**src/rtl/morse_pkg.sv**
```systemverilog
// Shared types and default timing for the Morse key timer.
package morse_pkg;

  typedef enum logic [1:0] {
    IDLE  = 2'd0,
    PRESS = 2'd1,
    GAP   = 2'd2
  } state_e;

  localparam int unsigned DefCntW      = 8;
  localparam int unsigned DefDebounce  = 5;
  localparam int unsigned DefDashMin   = 20;
  localparam int unsigned DefLetterGap = 30;
  localparam int unsigned DefWordGap   = 70;

endpackage

```
**src/rtl/morse_debounce.sv**
```systemverilog
// Two-flop synchroniser followed by a tick-based debouncer for the raw key.
module morse_debounce
  import morse_pkg::*;
#(
  parameter int unsigned DEBOUNCE = DefDebounce
) (
  input  logic Clock,
  input  logic Reset,
  input  logic tick,
  input  logic raw,
  output logic level
);

  localparam int unsigned DbW = (DEBOUNCE < 2) ? 1 : $clog2(DEBOUNCE + 1);

  logic           r_sync1;
  logic           r_sync2;
  logic           r_level;
  logic [DbW-1:0] r_cnt;
  logic           w_differ;

  assign w_differ = r_sync2 ^ r_level;

  always_ff @(posedge Clock) begin
    if (Reset) begin
      r_sync1 <= 1'b0;
      r_sync2 <= 1'b0;
      r_level <= 1'b0;
      r_cnt   <= '0;
    end else begin
      r_sync1 <= raw;
      r_sync2 <= r_sync1;
      // A matching tick restarts the count; only an unbroken run flips the level.
      if (tick) begin
        if (!w_differ) begin
          r_cnt <= '0;
        end else if (r_cnt == DbW'(DEBOUNCE - 1)) begin
          r_cnt   <= '0;
          r_level <= ~r_level;
        end else begin
          r_cnt <= r_cnt + 1'b1;
        end
      end
    end
  end

  assign level = r_level;

endmodule

```
**src/rtl/morse_key_timer.sv**
```systemverilog
// Classifies debounced key presses into dot/dash and release gaps into letter/word ends.
module morse_key_timer
  import morse_pkg::*;
#(
  parameter int unsigned CNT_W      = DefCntW,
  parameter int unsigned DEBOUNCE   = DefDebounce,
  parameter int unsigned DASH_MIN   = DefDashMin,
  parameter int unsigned LETTER_GAP = DefLetterGap,
  parameter int unsigned WORD_GAP   = DefWordGap
) (
  input  logic Clock,
  input  logic Reset,
  input  logic key,
  input  logic tick,
  output logic dot,
  output logic dash,
  output logic letter_end,
  output logic word_end,
  output logic pressed
);

  localparam int unsigned CntMax = (1 << CNT_W) - 1;

  if (!(DEBOUNCE >= 1 && LETTER_GAP >= 1 && LETTER_GAP < WORD_GAP && WORD_GAP <= CntMax &&
        DASH_MIN <= CntMax)) begin : g_param_check
    $fatal(1, "morse_key_timer: illegal timing parameters");
  end

  state_e             r_state;
  state_e             w_state_next;
  logic               w_level;
  logic               r_level_prev;
  logic               w_rise;
  logic               w_fall;
  logic               w_gap_tick;
  logic [CNT_W-1:0]   r_press_cnt;
  logic [CNT_W-1:0]   r_gap_cnt;
  logic [CNT_W-1:0]   w_press_next;
  logic [CNT_W-1:0]   w_gap_next;
  logic               w_dot;
  logic               w_dash;
  logic               w_letter;
  logic               w_word;
  logic               r_dot;
  logic               r_dash;
  logic               r_letter;
  logic               r_word;

  morse_debounce #(
    .DEBOUNCE(DEBOUNCE)
  ) u_debounce (
    .Clock(Clock),
    .Reset(Reset),
    .tick (tick),
    .raw  (key),
    .level(w_level)
  );

  assign w_rise     = w_level & ~r_level_prev;
  assign w_fall     = ~w_level & r_level_prev;
  // Edges win over a coincident tick, so the tick is dropped on an edge cycle.
  assign w_gap_tick = (r_state == GAP) && !w_rise && tick;

  always_ff @(posedge Clock) begin
    if (Reset) begin
      r_state <= IDLE;
    end else begin
      r_state <= w_state_next;
    end
  end

  always_comb begin
    w_state_next = r_state;
    unique case (r_state)
      IDLE:    if (w_rise) w_state_next = PRESS;
      PRESS:   if (w_fall) w_state_next = GAP;
      GAP: begin
        if (w_rise) begin
          w_state_next = PRESS;
        end else if (w_gap_tick && r_gap_cnt == CNT_W'(WORD_GAP - 1)) begin
          w_state_next = IDLE;
        end
      end
      default: w_state_next = IDLE;
    endcase
  end

  always_comb begin
    w_dot    = (r_state == PRESS) && w_fall && (r_press_cnt < CNT_W'(DASH_MIN));
    w_dash   = (r_state == PRESS) && w_fall && (r_press_cnt >= CNT_W'(DASH_MIN));
    w_letter = w_gap_tick && (r_gap_cnt == CNT_W'(LETTER_GAP - 1));
    w_word   = w_gap_tick && (r_gap_cnt == CNT_W'(WORD_GAP - 1));
  end

  always_comb begin
    w_press_next = r_press_cnt;
    if (w_rise) begin
      w_press_next = '0;
    end else if ((r_state == PRESS) && tick && (r_press_cnt != CNT_W'(CntMax))) begin
      w_press_next = r_press_cnt + 1'b1;
    end
    w_gap_next = r_gap_cnt;
    if ((r_state == PRESS) && w_fall) begin
      w_gap_next = '0;
    end else if (w_gap_tick) begin
      w_gap_next = r_gap_cnt + 1'b1;
    end
  end

  always_ff @(posedge Clock) begin
    if (Reset) begin
      r_level_prev <= 1'b0;
      r_press_cnt  <= '0;
      r_gap_cnt    <= '0;
      r_dot        <= 1'b0;
      r_dash       <= 1'b0;
      r_letter     <= 1'b0;
      r_word       <= 1'b0;
    end else begin
      r_level_prev <= w_level;
      r_press_cnt  <= w_press_next;
      r_gap_cnt    <= w_gap_next;
      r_dot        <= w_dot;
      r_dash       <= w_dash;
      r_letter     <= w_letter;
      r_word       <= w_word;
    end
  end

  assign dot        = r_dot;
  assign dash       = r_dash;
  assign letter_end = r_letter;
  assign word_end   = r_word;
  assign pressed    = w_level;

endmodule

```
**config.mk**
```make
export PLATFORM = sky130hd
export DESIGN_NAME = morse_key_timer
export DESIGN_NICKNAME = d
export VERILOG_FILES = /design/src/rtl/morse_pkg.sv /design/src/rtl/morse_debounce.sv /design/src/rtl/morse_key_timer.sv
export SDC_FILE = /design/constraint.sdc
export NUM_CORES = 1
export LEC_CHECK = 0
export CORE_MARGIN = 1.5
export CORE_UTILIZATION = 55
export CTS_CLUSTER_DIAMETER = 120
export CTS_CLUSTER_SIZE = 10
export DETAILED_ROUTE_END_ITERATION = 10
export PLACE_DENSITY = 0.75
export SLEW_MARGIN = 30
export SYNTH_ARGS = -nofsm -noshare
export SYNTH_HDL_FRONTEND = slang
export SYNTH_HIERARCHICAL = 1
export SYNTH_SLANG_ARGS = --single-unit
export TNS_END_PERCENT = 10
```
**constraint.sdc**
```tcl
create_clock -name Clock -period 2.8 [get_ports Clock]
set_input_delay 0.7 -clock Clock [delete_from_list [all_inputs] [get_ports Clock]]
set_output_delay 0.7 -clock Clock [all_outputs]
set_load 0.03 [all_outputs]
```
**Word-level counts from Yosys, hierarchy flattened**

Index checks and enable logic that the tools add are counted.

- Bits of input ports: 4
- Output and inout port bits: 5
- Register bits: 29
- Logic and storage cells: 53

- Bitwise operators: 5
- Add/sub/neg operators: 3
- Muxes and demuxes: 7
- Reduce and logical (&&, ||, !) cells: 15
- $lt $le $gt $ge: 2
- Eq/ne operators: 9

Operator list:

| cell | count |
|---|---|
| 8-bit by 1-bit adder with 8-bit output, second input constant | 2 |
| 1-bit logical AND | 9 |
| 8-bit by 5-bit equality test with 1-bit output, second input constant | 1 |
| 8-bit by 7-bit equality test with 1-bit output, second input constant | 1 |
| 8-bit by 5-bit >= comparator with 1-bit output, second input constant | 1 |
| 8-bit by 5-bit less-than comparator with 1-bit output, second input constant | 1 |
| 2-bit two-way mux | 4 |
| 8-bit inequality test, second input constant | 1 |
| 3-bit two-way mux | 2 |
| 2-bit case mux with 3 select lines | 1 |
| 3-bit AND reduction | 2 |
| 2-bit inequality test, second input constant | 2 |
| 2-bit OR reduction | 2 |
| 3-bit by 1-bit adder with 3-bit output, second input constant | 1 |
| 3-bit equality test, second input constant | 1 |
| 3-bit inequality test, second input constant | 1 |
| 1-bit bitwise AND | 2 |
| 2-bit by 1-bit equality test with 1-bit output, second input constant | 1 |
| 2-bit equality test, second input constant | 1 |
| 2-bit logical NOT | 1 |
| 1-bit inverter | 2 |
| 1-bit logical NOT | 1 |
| 1-bit bitwise XOR | 1 |

**Depth between registers and ports, before layout**

- Word-level depth: 9
- Gate-level depth with buffers: 6
- Gate-level depth less buffers: 6

**Cells and area by module**

Netlist, hierarchy kept.

Modules (own cells, without submodules):

| module | times used | cells an instance | area each (um^2) | seq. area each (um^2) |
|---|---|---|---|---|
| morse_key_timer | 1 | 126 | 1,112.3 | 460.4 |
| morse_debounce | 1 | 27 | 252.7 | 120.1 |

**Worst setup path before layout**

No wires, ideal clock.

- Path type: in2reg
- Start point: in tick
- End point: reg r_gap_cnt[7]
- Path slack: 997 ps
- Required time: 2,728 ps
- Library setup time: 72 ps
- Data arrival time: 1,731 ps
- Buffers on the path: 1
- Stages: 5
- Cell sequence: buf_4 nand4_2 or3_1 or3_1 a21oi_1

- Cells in the longest elaborated chain, start to end: 1

Ends and longest elaborated chain:

| what | RTL line | RTL |
|---|---|---|
| start, declared | morse_key_timer.sv:14 | `input logic tick,` |
| 1-bit logical AND | morse_key_timer.sv:62 | `assign w_gap_tick = (r_state == GAP) && !w_rise && tick;` |
| end signal, assigned | morse_key_timer.sv:122 | `r_gap_cnt <= w_gap_next;` |
| end, declared | morse_key_timer.sv:37 | `logic [CNT_W-1:0] r_gap_cnt;` |

No other way between the ends.
A chain may end at the register's enable or synchronous reset.

**Worst setup path in the final report**

- Start point: reg u_debounce.r_level, in the netlist u_debounce/level
- End point: out pressed

RTL lines:

| what | RTL line | RTL |
|---|---|---|
| start, declared | morse_debounce.sv:18 | `logic r_level;` |
| start signal, assigned | morse_debounce.sv:39 | `r_level <= ~r_level;` |
| end, declared | morse_key_timer.sv:19 | `output logic pressed` |

No word-level cell between the ends.

==> out/metrics.csv <==
metric,value,unit
grt_max_degree,11,
ctsHoldBuffers,0,
slowest_stage,clkdlybuf4s50_1,
status,finished clean,
ant_nets,0,
synth-main-ff-cell,dfxtp_1,
first_pass_iters,5,
syn_nets,163,
leakage,0.546,nW
syn_to_final_growth,12.1,%
pin_count,9,
syn_inst,153,
startpoint_type,flip-flop,
finalSetupTns,0,ns
max_cap_viol_count,0,
crit_chain,clkdlybuf4s50_1,
die_width,52.8,µm
hold_path_class,flip-flop to flip-flop,
vias_per_cell,5.73,
dpl.hpwl,1870,µm
end_kind,output pin,
fin_crit,2.16,ns
grtUsageTotal,0.226,
grt_first_pass_wirelength,4510,µm
rsz0062_at_grt,false,
cts_buffers,5,
setup_violations,0,
root_buffer,clkbuf_4,
postLayoutCoreUtil,0.672,
first_global_vias,1051,
yosysTopAreaCellShare,0.425,
cp.arrival,1.46,ns
ys_warn_count,6,
avgSynthCellArea,8.92,µm²
start_util,0.600,
ys_types,39,
synthArstFlopShare,0,
core-area,2280,µm²
std_cell_rows,17,
max_slew.worst_pin.slew,0.645,ns
multiInputGateArea,734,µm²
cts_setup_buffers,0,
peakVddDrop,0.340,mV
nFillCells,182,
via_count,1112,
powerDensity,450,nW/µm²
dieArea,2790,µm²
skew,0.00798,ns
antenna_cells,0,
routedWlPerCell,13.2,µm
final_nets,176,
die_height,52.8,µm
max_stage_delay,0.71,ns
drcViolationCount,0,
tritoncts,done,
synthTopCellsByCount,"29 x dfxtp_1, 17 x nor2_1, 11 x nand2_1",
cpLargestDelayFamily,buffers and inverters,
cts_resized,0,
finalCritPeriodShare,0.772,
drt_iter0_markers,16,
worstPathRequired,2.10,ns
register_area,581,µm²
finalHoldViolCount,0,
syn-cell-area,1370,µm²
crit_fanout,7,
cts.clk_slew.worst_paths,0.08,ns
gp_congestion,0.937,
ys_seq_elements,29,
overflow,0,
io_buffers,8,
cts_max_level,2,
drive_above_1_share,0.0723,
crit_type,flip-flop to output pin,
drt-total-wl,2550,µm
synth_edf_count,0,
antenna_found_initial,0,
synth_area_leaders,"dfxtp_1 43%, ha_1 5.5%, nor2_1 4.7%",
cts_sinks,29,
relSlewSlack,0.569,
clock_latency,0.32,ns
drv_slew,0,
synth_top_area_cell,dfxtp_1,
clk_path_buf_depth,2,
critical_path_buf_inv_count,1,
yosys.cell_count.top_type,dfxtp_1,
synth.yosys.seq_area_share,0.425,
max_freq,463,MHz
path summary, 6_finish.rpt:
check                                              startpoint                            end  slack [ns]  cells past startpoint
worst min-delay path            u_debounce/r_sync1$_SDFF_PP0_  u_debounce/r_sync2$_SDFF_PP0_        0.45                      1
worst min register to register  u_debounce/r_sync1$_SDFF_PP0_  u_debounce/r_sync2$_SDFF_PP0_        0.45                      1
worst max register to register      r_gap_cnt[0]$_SDFFE_PP0P_        r_state[1]$_SDFFE_PP0P_        1.04                      5
worst max-delay path            u_debounce/level$_SDFFE_PP0P_                        pressed        0.64                      1
state kept, by name, summed over array words and instances, names as in the netlist, 2 cells and up:
signal            flops
r_gap_cnt             8
r_press_cnt           8
r_state               2
u_debounce/r_cnt      3
report_power, final:
group / internal, W / switching [W]
registers: 0.000414 / 0.00000163
logic: 0.0000110 / 0.0000148
clock network: 0.000118 / 0.000129
total: 0.000544 / 0.000146
cells by family after synthesis:
| kind of cell | after synthesis | synth area share |
|---|---|---|
| simple gates | 70 | 0.293 |
| flops | 29 | 0.425 |
| buf+inv | 12 | 0.0367 |
| mux | 1 | 0.00733 |
| xor+xnor | 10 | 0.0642 |
| compound gates | 25 | 0.118 |
| fa+ha+maj | 6 | 0.0550 |
through the flow:
stage | worst slack, ns | cells | hold WS, ns | instance area [µm²] | power [W]
3_5_place_dp | 0.352 | 187 | 0.436 | 1480 | 0.000452
2_1_floorplan | 0.997 | 153 | 0.414 | 1370 | 0.000440
3_3_place_gp | 0.389 | 187 | 0.430 | 1480 | 0.000450
5_1_grt | 0.538 | 194 | 0.478 | 1530 | 0.000719
6_report | 0.639 | 194 | 0.453 | 1530 | 0.000689
4_1_cts | 0.629 | 194 | 0.460 | 1530 | 0.000698
metal layers:
layer | part of all wire | wire [µm] | GRT usage
met5 | 0 | 0 | 0
met4 | 0.018 | 46 | 0.103
met3 | 0.048 | 122 | 0.0600
met2 | 0.45 | 1140 | 0.356
met1 | 0.49 | 1240 | 0.286
cell usage in the layout, fill, tap and decap left out, types with 2 or more instances in the layout:
cell type / count
a211oi_1: 2
a21oi_1: 8
a311oi_1: 4
a31oi_1: 2
and3_1: 2
and4_1: 2
buf_4: 2
clkbuf_4: 5
clkdlybuf4s50_1: 8
dfxtp_1: 29
ha_1: 6
inv_1: 8
nand2_1: 11
nand2b_1: 3
nand3_1: 5
nand4_1: 4
nor2_1: 17
nor2b_1: 4
nor3_1: 3
nor4_1: 6
o21ai_0: 5
or3_1: 3
xnor2_1: 6
xor2_1: 4
final cells by class:
| type | instances | share of cell area |
|---|---|---|
| sequential | 29 | 0.379 |
| timing repair buffer | 10 | 0.0621 |
| multi-input combinational | 112 | 0.480 |
| inverter | 8 | 0.0196 |
| clock buffer | 7 | 0.0360 |
| tap | 28 | 0.0229 |
(Power assumes the default switching activity.)
